==> src/rtl/ro_puf_pkg.sv <==
// Shared definitions for the RO PUF measurement path: FSM state encoding,
// default count width and window length, and timer sizing helper.
package ro_puf_pkg;

  localparam int RO_CNT_W         = 16;
  localparam int RO_WINDOW_CYCLES = 4096;
  localparam int RO_SETTLE_CYCLES = 16;

  typedef enum logic [1:0] {
    IDLE   = 2'd0,
    SETTLE = 2'd1,
    COUNT  = 2'd2,
    DONE   = 2'd3
  } ro_state_e;

  // Width of a down-counter that must hold the larger of the two reload values (N-1).
  function automatic int ro_tmr_w(input int settle, input int window);
    int m;
    m = (settle > window) ? settle : window;
    return (m > 1) ? $clog2(m) : 1;
  endfunction

endpackage

==> src/rtl/ro_edge_counter.sv <==
// One oscillator channel: multi-flop synchronizer, rising-edge detect and a
// saturating edge counter. Optional RO_OVF_FLAG_EN exposes a saturation-hit pulse.
module ro_edge_counter
  import ro_puf_pkg::*;
#(
  parameter int CNT_W       = RO_CNT_W,
  parameter int SYNC_STAGES = 2
) (
  input  logic             clk,
  input  logic             rst,
  input  logic             clr,
  input  logic             gate,
  input  logic             ro,
  output logic [CNT_W-1:0] count
`ifdef RO_OVF_FLAG_EN
  ,
  output logic             ovf_hit
`endif
);

  logic [SYNC_STAGES-1:0] sync_q;
  logic                   prev_q;
  logic                   rise;
  logic                   at_max;
  logic                   inc_req;

  // ro is asynchronous; only sync_q[0] may go metastable.
  always_ff @(posedge clk) begin
    if (rst) begin
      sync_q <= '0;
      prev_q <= 1'b0;
    end else begin
      sync_q <= {sync_q[SYNC_STAGES-2:0], ro};
      prev_q <= sync_q[SYNC_STAGES-1];
    end
  end

  assign rise    = sync_q[SYNC_STAGES-1] & ~prev_q;
  assign at_max  = &count;
  assign inc_req = gate & rise;

  always_ff @(posedge clk) begin
    if (rst || clr) begin
      count <= '0;
    end else if (inc_req && !at_max) begin
      count <= count + CNT_W'(1);
    end
  end

`ifdef RO_OVF_FLAG_EN
  assign ovf_hit = inc_req & at_max;
`endif

endmodule

==> src/rtl/ro_pair_counter.sv <==
// RO PUF measurement front end: settles an RO pair, counts both oscillators'
// edges over a fixed window, reports counts with a done pulse. RO_OVF_FLAG_EN adds ovf.
module ro_pair_counter
  import ro_puf_pkg::*;
#(
  parameter int CNT_W         = RO_CNT_W,
  parameter int SETTLE_CYCLES = RO_SETTLE_CYCLES,
  parameter int WINDOW_CYCLES = RO_WINDOW_CYCLES,
  parameter int SYNC_STAGES   = 2
) (
  input  logic             clk,
  input  logic             rst,
  input  logic             start,
  input  logic             ro_a,
  input  logic             ro_b,
  output logic             ro_en,
  output logic             busy,
  output logic             done,
  output logic [0:CNT_W-1] count_1,
  output logic [0:CNT_W-1] count_2
`ifdef RO_OVF_FLAG_EN
  ,
  output logic             ovf
`endif
);

  localparam int TMR_W = ro_tmr_w(SETTLE_CYCLES, WINDOW_CYCLES);

  // Handshake: start is sampled only while idle (busy=0); a sampled start
  // raises busy next cycle, done pulses for one cycle with busy still high,
  // and the counts stay valid from done until the next accepted start.
  ro_state_e        state_q, state_d;
  logic [TMR_W-1:0] tmr_q, tmr_d;
  logic             tmr_zero;
  logic             accept;
  logic             gate;
  logic             ro_en_q;
  logic [CNT_W-1:0] cnt_a, cnt_b;

  assign tmr_zero = (tmr_q == '0);

  always_comb begin
    state_d = state_q;
    tmr_d   = tmr_q;
    accept  = 1'b0;
    case (state_q)
      IDLE: begin
        if (start) begin
          accept  = 1'b1;
          state_d = SETTLE;
          tmr_d   = TMR_W'(SETTLE_CYCLES - 1);
        end
      end
      SETTLE: begin
        if (tmr_zero) begin
          state_d = COUNT;
          tmr_d   = TMR_W'(WINDOW_CYCLES - 1);
        end else begin
          tmr_d = tmr_q - TMR_W'(1);
        end
      end
      COUNT: begin
        if (tmr_zero) begin
          state_d = DONE;
        end else begin
          tmr_d = tmr_q - TMR_W'(1);
        end
      end
      DONE: begin
        state_d = IDLE;
      end
      default: begin
        state_d = IDLE;
      end
    endcase
  end

  // ro_en is registered so the oscillator enable never sees decode glitches.
  always_ff @(posedge clk) begin
    if (rst) begin
      state_q <= IDLE;
      tmr_q   <= '0;
      ro_en_q <= 1'b0;
    end else begin
      state_q <= state_d;
      tmr_q   <= tmr_d;
      ro_en_q <= (state_d == SETTLE) || (state_d == COUNT);
    end
  end

  assign gate  = (state_q == COUNT);
  assign ro_en = ro_en_q;
  assign busy  = (state_q != IDLE);
  assign done  = (state_q == DONE);

`ifdef RO_OVF_FLAG_EN
  logic hit_a, hit_b;
  logic ovf_q;
`endif

  ro_edge_counter #(
    .CNT_W       (CNT_W),
    .SYNC_STAGES (SYNC_STAGES)
  ) u_cnt_a (
    .clk     (clk),
    .rst     (rst),
    .clr     (accept),
    .gate    (gate),
    .ro      (ro_a),
    .count   (cnt_a)
`ifdef RO_OVF_FLAG_EN
    ,
    .ovf_hit (hit_a)
`endif
  );

  ro_edge_counter #(
    .CNT_W       (CNT_W),
    .SYNC_STAGES (SYNC_STAGES)
  ) u_cnt_b (
    .clk     (clk),
    .rst     (rst),
    .clr     (accept),
    .gate    (gate),
    .ro      (ro_b),
    .count   (cnt_b)
`ifdef RO_OVF_FLAG_EN
    ,
    .ovf_hit (hit_b)
`endif
  );

  assign count_1 = cnt_a;
  assign count_2 = cnt_b;

`ifdef RO_OVF_FLAG_EN
  always_ff @(posedge clk) begin
    if (rst || accept) begin
      ovf_q <= 1'b0;
    end else if (hit_a || hit_b) begin
      ovf_q <= 1'b1;
    end
  end

  assign ovf = ovf_q;
`endif

endmodule

==> config.mk <==
export PLATFORM = sky130hd
export DESIGN_NAME = ro_pair_counter
export DESIGN_NICKNAME = d
export VERILOG_FILES = /design/src/rtl/ro_puf_pkg.sv /design/src/rtl/ro_edge_counter.sv /design/src/rtl/ro_pair_counter.sv
export SDC_FILE = /design/constraint.sdc
export NUM_CORES = 1
export LEC_CHECK = 0
export ABC_AREA = 1
export BUFFER_PORTS_ARGS = -buffer_cell sky130_fd_sc_hd__buf_4
export CAP_MARGIN = 40
export CELL_PAD_IN_SITES_DETAIL_PLACEMENT = 1
export CELL_PAD_IN_SITES_GLOBAL_PLACEMENT = 1
export CORE_UTILIZATION = 38
export CTS_BUF_LIST = sky130_fd_sc_hd__clkbuf_4
export DETAILED_ROUTE_END_ITERATION = 6
export PLACE_DENSITY_LB_ADDON = 0.12
export SYNTH_ARGS = -nofsm -noshare
export SYNTH_HDL_FRONTEND = slang
export SYNTH_HIERARCHICAL = 1
export SYNTH_SLANG_ARGS = --single-unit
==> constraint.sdc <==
create_clock -name clk -period 1.5 [get_ports clk]
set_input_delay 0 -clock clk [delete_from_list [all_inputs] [get_ports clk]]
set_output_delay 0 -clock clk [all_outputs]
set_load 0.01 [all_outputs]
==> impl_results.md, run 1 <==
* Outcome: finished, violations left
* Failing checks: DRC, setup timing
* Ant diodes at 0
* FP Rows at 33
* Critical Path Slowest Stage Cell: dfxtp_2
* Crit path capture: tmr_q[5]$_SDFFE_PP0P_
* Worst Tran Pin Value at 290 ps
* R2R depth at 8
* Worst VDD drop at 0.449 mV
* CTS sink cnt at 53
* DRC Markers at 2
* R2r endpoint: tmr_q[5]$_SDFFE_PP0P_
* RSZ-0062 raised after global routing: true
* Fin worst setup slack at -60.4 ps
* Lkg Pwr at 1.82 nW
* First-pass DRT Iterations at 6
* R2R Path Start: state_q[0]$_SDFF_PP0_
* Area of the core at 8180 um^2
* Max Root-Sink Buffers at 2
* CP endpoint kind: flip-flop
* Area Growth Syn to Fin at 41.9%
* Die height at 93.6 um
* Highest Clock Rate at 0.641 GHz
* Initial Utilization at 39.0%
* R2R setup slack at -60 ps
* Placed cell count at 665
* Synthesis-stage register bit count at 53
* Required time worst endpoint at 1820 ps
* Final Hold Vio Count at 0
* Total GRT Usage at 22.8%
* Critical path cell sequence: inv_2, buf_6, ha_4, a21oi_4, nand3_4, nor2_4, nand2_1, a21oi_1
* Worst setup SP type: flip-flop
* Initial antenna violation count at 0
* Utilization after layout at 55.3%
* Post-Syn Area at 3190 um^2
* Family with the most delay on the worst path: simple AND/OR/NAND/NOR gates
* Routed len/inst at 15.1 um
* Share of layout cells above drive strength 1 at 41.0%
* Max-Cap Viols at 0
* Hold Path Class: primary input to flip-flop
* Sequential element share of the synthesized area at 33.3%
* Crit path time final at 1560 ps
* Die area at 8760 um^2
* Num ports at 40
* First-pass GRT wire length at 16.0 mm
* Slew margin rel. at 80.6%
* Layout Nets at 601
* Slowest stage delay, CP at 370 ps
* Crit path launch: state_q[0]$_SDFF_PP0_
* HPWL Detailed at 6.92 mm
* Latest clock arrival within the worst-skew pair at 380 ps
* Vias per std cell at 4.99
* Crit path DAT at 1880 ps
* Post-route ant nets at 0
* # setup viols final at 8
* PwrDens at 678 nW/um^2
* Largest net degree at the start of global routing at 18
* Kind of critical path: flip-flop to flip-flop
* Setup WS pre-CTS at -181 ps
* Critical path peak fanout at 5
* DRT iter0 DRCs at 74
* Placer Congestion at 0.904
* Fin Setup TNS at -167 ps
* Warnings, synthesis at 6
* Clock skew at 8.17 ps
* Stages on worst setup path at 8
* Cell count after synthesis at 494
* Root Buffer: clkbuf_4
* Area after DPL at 3840 um^2
* Post-synth net total at 508
* Fin. max-slew vios at 0
* CTS Buf Count at 5
* Synth cell types at 27
* Detailed Route WL at 10.5 mm
* Routed vias at 3,455
* Tcrit/Tclk final at 104%
* Buffers added on ports at 39
* Synthesized area per cell at 6.45 um^2
* CP bufs+invs at 2
* Congestion Overflow GR at 0
* TritonCTS clock tree: done
* Clk slew on worst S/H paths at 160 ps
* Layout Cells excl Fill at 693
* H-tree Lvls at 2
* Design area at 4520 um^2
* Die width at 93.6 um
* Vias in the first global route at 3,473
state kept, by name, indices dropped and copies added (netlist names):
signal          cells
u_cnt_a/count      16
u_cnt_b/count      16
tmr_q              12
state_q             2
u_cnt_a/sync_q      2
u_cnt_b/sync_q      2
ro_en               1
u_cnt_a/prev_q      1
u_cnt_b/prev_q      1
cells by family (layout without fill, tap and decap cells):
logic type                 Yosys count  after routing  synth area share, %
AOI/OAI and AO/OA                   47             47                 7.89
adders and majority gates            9              9                 3.53
buffers and inverters               55            149                 7.50
DFF                                 53             53                 33.3
and+or+nand+nor                    330            330                 47.8
synth_stat cells, drive strengths merged:
cell	number	area, um^2
nand2	139	554
nor2	136	609
dfxtp	53	1060
inv	50	188
nand3	47	283
a21oi	29	156
o21ai	16	80.1
ha	9	113
nand4	4	55.1
clkbuf	3	28.8
nor3	3	15.0
buf	2	22.5
o211ai	1	7.51
o21bai	1	7.51
or2	1	6.26
worst min-delay path: stages:
cell	delay, ps
buf_4	100
o21ai_2	60
nand2_1	80
nand2_2	70
nand2_1	80
inv_1	40
worst min-delay path by stage:
stage | slack (ps) | cells after the start | startpoint | to
finish | 70 | 6 | start | state_q[1]$_SDFF_PP0_
global route | 90 | 6 | start | state_q[1]$_SDFF_PP0_
CTS | 50 | 6 | start | state_q[1]$_SDFF_PP0_
detailed placement | 210 | 3 | ro_b | u_cnt_b/sync_q[0]$_SDFF_PP0_
global placement | 210 | 3 | ro_b | u_cnt_b/sync_q[0]$_SDFF_PP0_
floorplan | 70 | 1 | rst | u_cnt_a/sync_q[0]$_SDFF_PP0_
final cells by class:
class                   count  area, um^2
well taps                 105         131
fillers                  1048        3650
clock inverters             3        17.5
flip-flops and latches     53        1100
inverters                  50         200
clock buffers               5        37.5
repair buffers             91         786
multi-input cells         386        2250
layer usage:
metal	up-vias	share of wire, %	track usage (%)
met1	1677	46	28.3
met2	28	51	41.9
met5	-	0	0
met3	9	1.4	3.17
li1	1741	-	-
met4	0	0.91	3.85
where the power goes:
group          internal [mW]  switching, mW  leakage [nW]
clock network          0.180          0.490        0.0326
registers               1.45         0.0366         0.442
logic                  0.394          0.516          1.35
cell usage in the layout (no fill, tap or decap), drive strengths merged, types with 4 or more instances in the layout:
cell type	instances
a21oi	29
buf	85
clkbuf	6
dfxtp	53
dlygate4sd3	5
ha	9
inv	50
nand2	139
nand3	47
nand4	4
nor2	136
o21ai	16
metrics by stage:
| stage | total power, mW | hold slack [ps] |
|---|---|---|
| 2_1_floorplan | 1.90 | 71.2 |
| 3_3_place_gp | 2.13 | 206 |
| 3_5_place_dp | 2.15 | 210 |
| 4_1_cts | 2.90 | 46.4 |
| 5_1_grt | 3.26 | 85.3 |
| 6_report | 3.07 | 71.9 |
what timing repair did:
action	4_1_cts	5_1_grt
gates cloned	0	2
pin swaps	6	45
hold buffers	5	0
setup endpoints to repair	45	47
hold endpoints to repair	14	0
setup buffers	6	7
gates resized for setup	31	118
Note: power is estimated with default switching activity, not from simulation.
==> inputs of run 2 (changes only) <==
Settings changed: ABC_AREA 1 to default, ABC_CLOCK_PERIOD_IN_PS from default to 1500, CORE_UTILIZATION 38 to 40, PLACE_DENSITY_LB_ADDON 0.12 to 0.1.
==> run 2 against run 1 <==
The flow now stops in global routing; area after synthesis is 7.0% lower; synthesized cell count is 29% lower.
==> impl_results.md, run 2 <==
* H-tree Lvls at 2 (unchanged)
* Sequential element share of the synthesized area at 35.8% (was 33.3%)
* Initial antenna violation count at 1
* Top cells by count, synth: dfxtp_1, a21oi_1, nand2_1, o21ai_0, nor2_1 (was nand2_1, nor2_1, dfxtp_1, inv_1, nand3_1)
* Buffers added on ports at 39 (unchanged)
* Cell count after synthesis at 349 (was 494)
* Worst End Pin Type: sequential cell input
* Post-synth top area cell: dfxtp_1 (unchanged)
* Worst_ep grt: tmr_q[8]$_SDFFE_PP0P_/D
* CTS Buf Count at 5 (unchanged)
* Synthesis-stage register bit count at 53 (unchanged)
* Die width at 88.1 um (was 93.6 um)
* FP Rows at 31 (was 33)
* HPWL Detailed at 8.15 mm (was 6.92 mm)
* Ranking of synthesized cells by area: dfxtp_1, a21oi_1, ha_1 (was dfxtp_1, nand2_1, nor2_1)
* Failing step: global routing
* Asr flop ratio synth at 0% (unchanged)
* Placed cell count at 592 (was 665)
* Main synth FF type: dfxtp_1 (unchanged)
* Num ports at 40 (unchanged)
* Most frequent cell after synthesis: dfxtp_1 (was nand2_1)
* Largest net degree at the start of global routing at 31
* Tool error: [ERROR DPL-0033] detailed placement checks failed during check placement.
* Synthesized area per cell at 8.49 um^2 (was 6.45 um^2)
* Initial Utilization at 41.1% (was 39.0%)
* Post-synth net total at 363 (was 508)
* Placer Congestion at 0.859 (was 0.904)
* Root Buffer: clkbuf_4 (unchanged)
* CTS sink cnt at 53 (unchanged)
* Setup WS pre-CTS at -625 ps (was -181 ps)
* Max Root-Sink Buffers at 2 (unchanged)
* Outcome: stopped before the end (was finished, violations left)
* Post-Syn Area at 2960 um^2 (was 3190 um^2)
* Die height at 88.1 um (was 93.6 um)
* Area after DPL at 4310 um^2 (was 3840 um^2)
* Warnings, synthesis at 6 (unchanged)
* Yosys top cell area share at 35.8% (was 33.3%)
* Synth cell types at 52 (was 27)
* Post-synth EDFFs at 0 (unchanged)
==> run 2: cell families after synthesis <==
logic type,count (synthesis),synth area share (%)
flip-flops,53,35.8
XOR/XNOR,1,0.296
buffers and inverters,29,4.26
AND/OR/NAND/NOR,146,28.9
AO/OA/AOI/OAI,99,22.8
multiplexers,12,4.09
adder cells (fa/ha/maj),9,3.80
==> run 2: what timing repair did <==
action	4_1_cts
setup endpoints to repair	46
buffers inserted	27
endpoints found under the hold margin	4
pin swaps	35
gates cloned	2
hold buffers	4
gates resized for setup	74
==> run 2: stage by stage <==
stage	utilization [%]	hold slack, ps
2_1_floorplan	-	71.6
3_5_place_dp	59.7	223
3_3_place_gp	59.7	212
4_1_cts	68.2	120
==> inputs of run 3 (changes only) <==
Settings changed: ABC_CLOCK_PERIOD_IN_PS 1500 to 1950, CELL_PAD_IN_SITES_DETAIL_PLACEMENT 1 to default, CELL_PAD_IN_SITES_GLOBAL_PLACEMENT 1 to default, CORE_UTILIZATION 40 to 35, CTS_BUF_LIST sky130_fd_sc_hd__clkbuf_4 to default, PLACE_DENSITY_LB_ADDON 0.1 to 0.15.
Clock period 1.5 ns to 1.95 ns, I/O delays scaled along.
==> run 3 against run 2 <==
The flow now finishes, with violations (setup timing); synthesized cell count did not move; area after synthesis did not move.
==> impl_results.md, run 3 <==
* Outcome: finished, violations left (was stopped before the end)
* Failing checks: setup timing
* Storage cell area at 1070 um^2
* Warnings, synthesis at 6 (unchanged)
* Vias per std cell at 5.49
* Synthesis-stage register bit count at 53 (unchanged)
* Clk slew on worst S/H paths at 90 ps
* Asr flop ratio synth at 0% (unchanged)
* Area Growth Syn to Fin at 40.4%
* # fillers at 789
* Area of the core at 8220 um^2
* Layout Nets at 477
* Die width at 94.0 um (was 88.1 um)
* Die height at 94.0 um (was 88.1 um)
* FP Rows at 33 (was 31)
* # setup viols final at 11
* Final Hold Vio Count at 0
* DRC Markers at 0
* Worst VDD drop at 0.493 mV
* H-tree Lvls at 2 (unchanged)
* First-pass GRT wire length at 13.0 mm
* Max-Cap Viols at 0
* Latest clock arrival within the worst-skew pair at 310 ps
* Most common cell after layout, fill and taps aside: buf_4
* RSZ-0062 raised after global routing: true
* DRT iter0 DRCs at 133
* Highest metal used: met4
* Largest net degree at the start of global routing at 31
* Buffers added on ports at 39 (unchanged)
* HPWL Detailed at 5.99 mm (was 8.15 mm)
* Die area at 8840 um^2
* M1 WL at 3.87 mm
* Main combinational cell family by area after synthesis: simple AND/OR/NAND/NOR gates (unchanged)
* Congestion Overflow GR at 0
* Most frequent cells in the layout: buf_4, dfxtp_1, nand2_1
* Fin. max-slew vios at 0
* Top Registers: u_cnt_a/count (16), u_cnt_b/count (16), tmr_q (12)
* Root Buffer: clkbuf_8 (was clkbuf_4)
* Post-Syn Area at 2960 um^2 (unchanged)
* Post-synth EDFFs at 0 (unchanged)
* Num ports at 40 (unchanged)
* Synthesized area per cell at 8.49 um^2 (unchanged)
* Total GRT Usage at 18.6%
* Utilization after layout at 50.7%
* Met3 WL at 325 um
* Vias in the first global route at 2,814
* Ant diodes at 0
* Fin worst setup slack at -59.2 ps
* Pwr Total at 3.25 mW
* Hold Path Class: primary input to flip-flop
* Top cells by count, synth: dfxtp_1, a21oi_1, nand2_1, o21ai_0, nor2_1 (unchanged)
* Worst Tran Pin Value at 651 ps
* Placer Congestion at 0.820 (was 0.859)
* Crit path time final at 2010 ps
* Sequential share of power at 36.7%
* Synth Area in Compound Gates at 22.8% (unchanged)
* CTS sink cnt at 53 (unchanged)
* Share of layout cells above drive strength 1 at 36.9%
* Synth Area in Adders at 3.80% (unchanged)
* Max Root-Sink Buffers at 2 (unchanged)
* Footprint of the multi-input gates at 1900 um^2
* CTS Buf Count at 5 (unchanged)
* Routed len/inst at 14.4 um
* Routed vias at 3,125
* Met2 wire len at 3.92 mm
* Synth cell types at 52 (unchanged)
* XOR/XNOR share of the synthesized area at 0.295% (unchanged)
* Worst setup SP type: flip-flop
* Initial antenna violation count at 0
* Tcrit/Tclk final at 103%
* Internal at 2.13 mW
* First-pass DRT Iterations at 4
* Slew margin rel. at 56.1%
* Comb pwr share at 42.6%
* Lkg Pwr at 1.63 nW
* Most frequent cell after synthesis: dfxtp_1 (unchanged)
* Post-route ant nets at 0
* Clock skew at 14.6 ps
* Post-synth net total at 363 (unchanged)
* Highest Clock Rate at 0.498 GHz
* Clk network pwr share at 20.7%
* Detailed Route WL at 8.20 mm
* Crit path DAT at 2220 ps
* PwrDens at 781 nW/um^2
* Main synth FF type: dfxtp_1 (unchanged)
* Sequential element share of the synthesized area at 35.8% (unchanged)
* NetSw at 1.12 mW
* Cell count after synthesis at 349 (unchanged)
* Mux contribution to synthesized area at 4.09% (unchanged)
* Initial Utilization at 36.1% (was 41.1%)
* Setup WS pre-CTS at -88.8 ps (was -625 ps)
* Yosys top cell area share at 35.8% (unchanged)
* Post-synth top area cell: dfxtp_1 (unchanged)
* Post-synthesis simple-gate area fraction at 28.9% (unchanged)
* Kind of critical path: flip-flop to flip-flop
* Ranking of synthesized cells by area: dfxtp_1, a21oi_1, ha_1 (unchanged)
* Required time worst endpoint at 2160 ps
* Net Sw Frac at 34.5%
* TritonCTS clock tree: done
* CP endpoint kind: flip-flop
* Critical path peak fanout at 6
run 3: cell counts after synthesis:
Identical to the previous run, type by type.
run 3: routing by layer:
layer | vias to the layer above | global-route usage, %
li1 | 1568 | -
met1 | 1484 | 23.7
met2 | 66 | 31.8
met3 | 7 | 3.24
met4 | 0 | 5.77
met5 | - | 0
run 3: what timing repair did:
action	4_1_cts	5_1_grt
endpoints found under the setup margin	19	28
gates cloned	1	0
resized for setup	10	21
hold buffers	2	0
pin swaps	7	9
endpoints found under the hold margin	2	0
setup buffers	2	3
run 3: kinds of logic after synthesis:
family	Yosys count
adder cells (fa/ha/maj)	9
XOR/XNOR	1
AO/OA/AOI/OAI	99
flip-flops	53
multiplexers	12
buffers and inverters	29
AND/OR/NAND/NOR	146
run 3: cell type report:
class                      instances  area share, %
clock buffer                       6           1.98
inverter                          16           1.44
multi-input combinational        268           45.6
sequential                        53           25.7
timing repair buffer             119           21.8
clock inverter                     2          0.331
tap                              105           3.16
run 3: per-stage QoR:
step	hold slack [ps]	cells	instance area (um^2)	setup TNS (ps)
detailed placement	217	553	3880	-572
global placement	213	553	3880	-340
finish	77.0	569	4160	-290
CTS	60.9	566	4060	-224
global route	79.9	569	4160	-911
floorplan	71.6	349	2990	-1390
run 3: path summary, 6_finish.rpt:
check | cells after the start | slack, ps | start | to
max | 4 | -60 | tmr_q[5]$_SDFFE_PP0P_ | tmr_q[11]$_SDFFE_PP0P_
min | 2 | 80 | rst | tmr_q[0]$_SDFFE_PP0P_
max reg2reg | 4 | -60 | tmr_q[5]$_SDFFE_PP0P_ | tmr_q[11]$_SDFFE_PP0P_
min reg2reg | 1 | 450 | u_cnt_b/sync_q[0]$_SDFF_PP0_ | u_cnt_b/sync_q[1]$_SDFF_PP0_
run 3: critical path, stage by stage, from the launching register on:
cell and delay (ps):
dfxtp_2 340, or4_4 570, or4_4 590, and2_4 200, a31o_4 210
run 3: power by group through the flow:
| stage | clock network [mW] | registers, mW | logic, mW |
|---|---|---|---|
| 4_1_cts | 0.707 | 1.19 | 1.27 |
| 3_5_place_dp | 0 | 1.21 | 1.21 |
| 3_3_place_gp | 0 | 1.21 | 1.22 |
| 5_1_grt | 0.738 | 1.20 | 1.51 |
| 6_report | 0.673 | 1.19 | 1.39 |
| 2_1_floorplan | 0 | 1.23 | 0.686 |
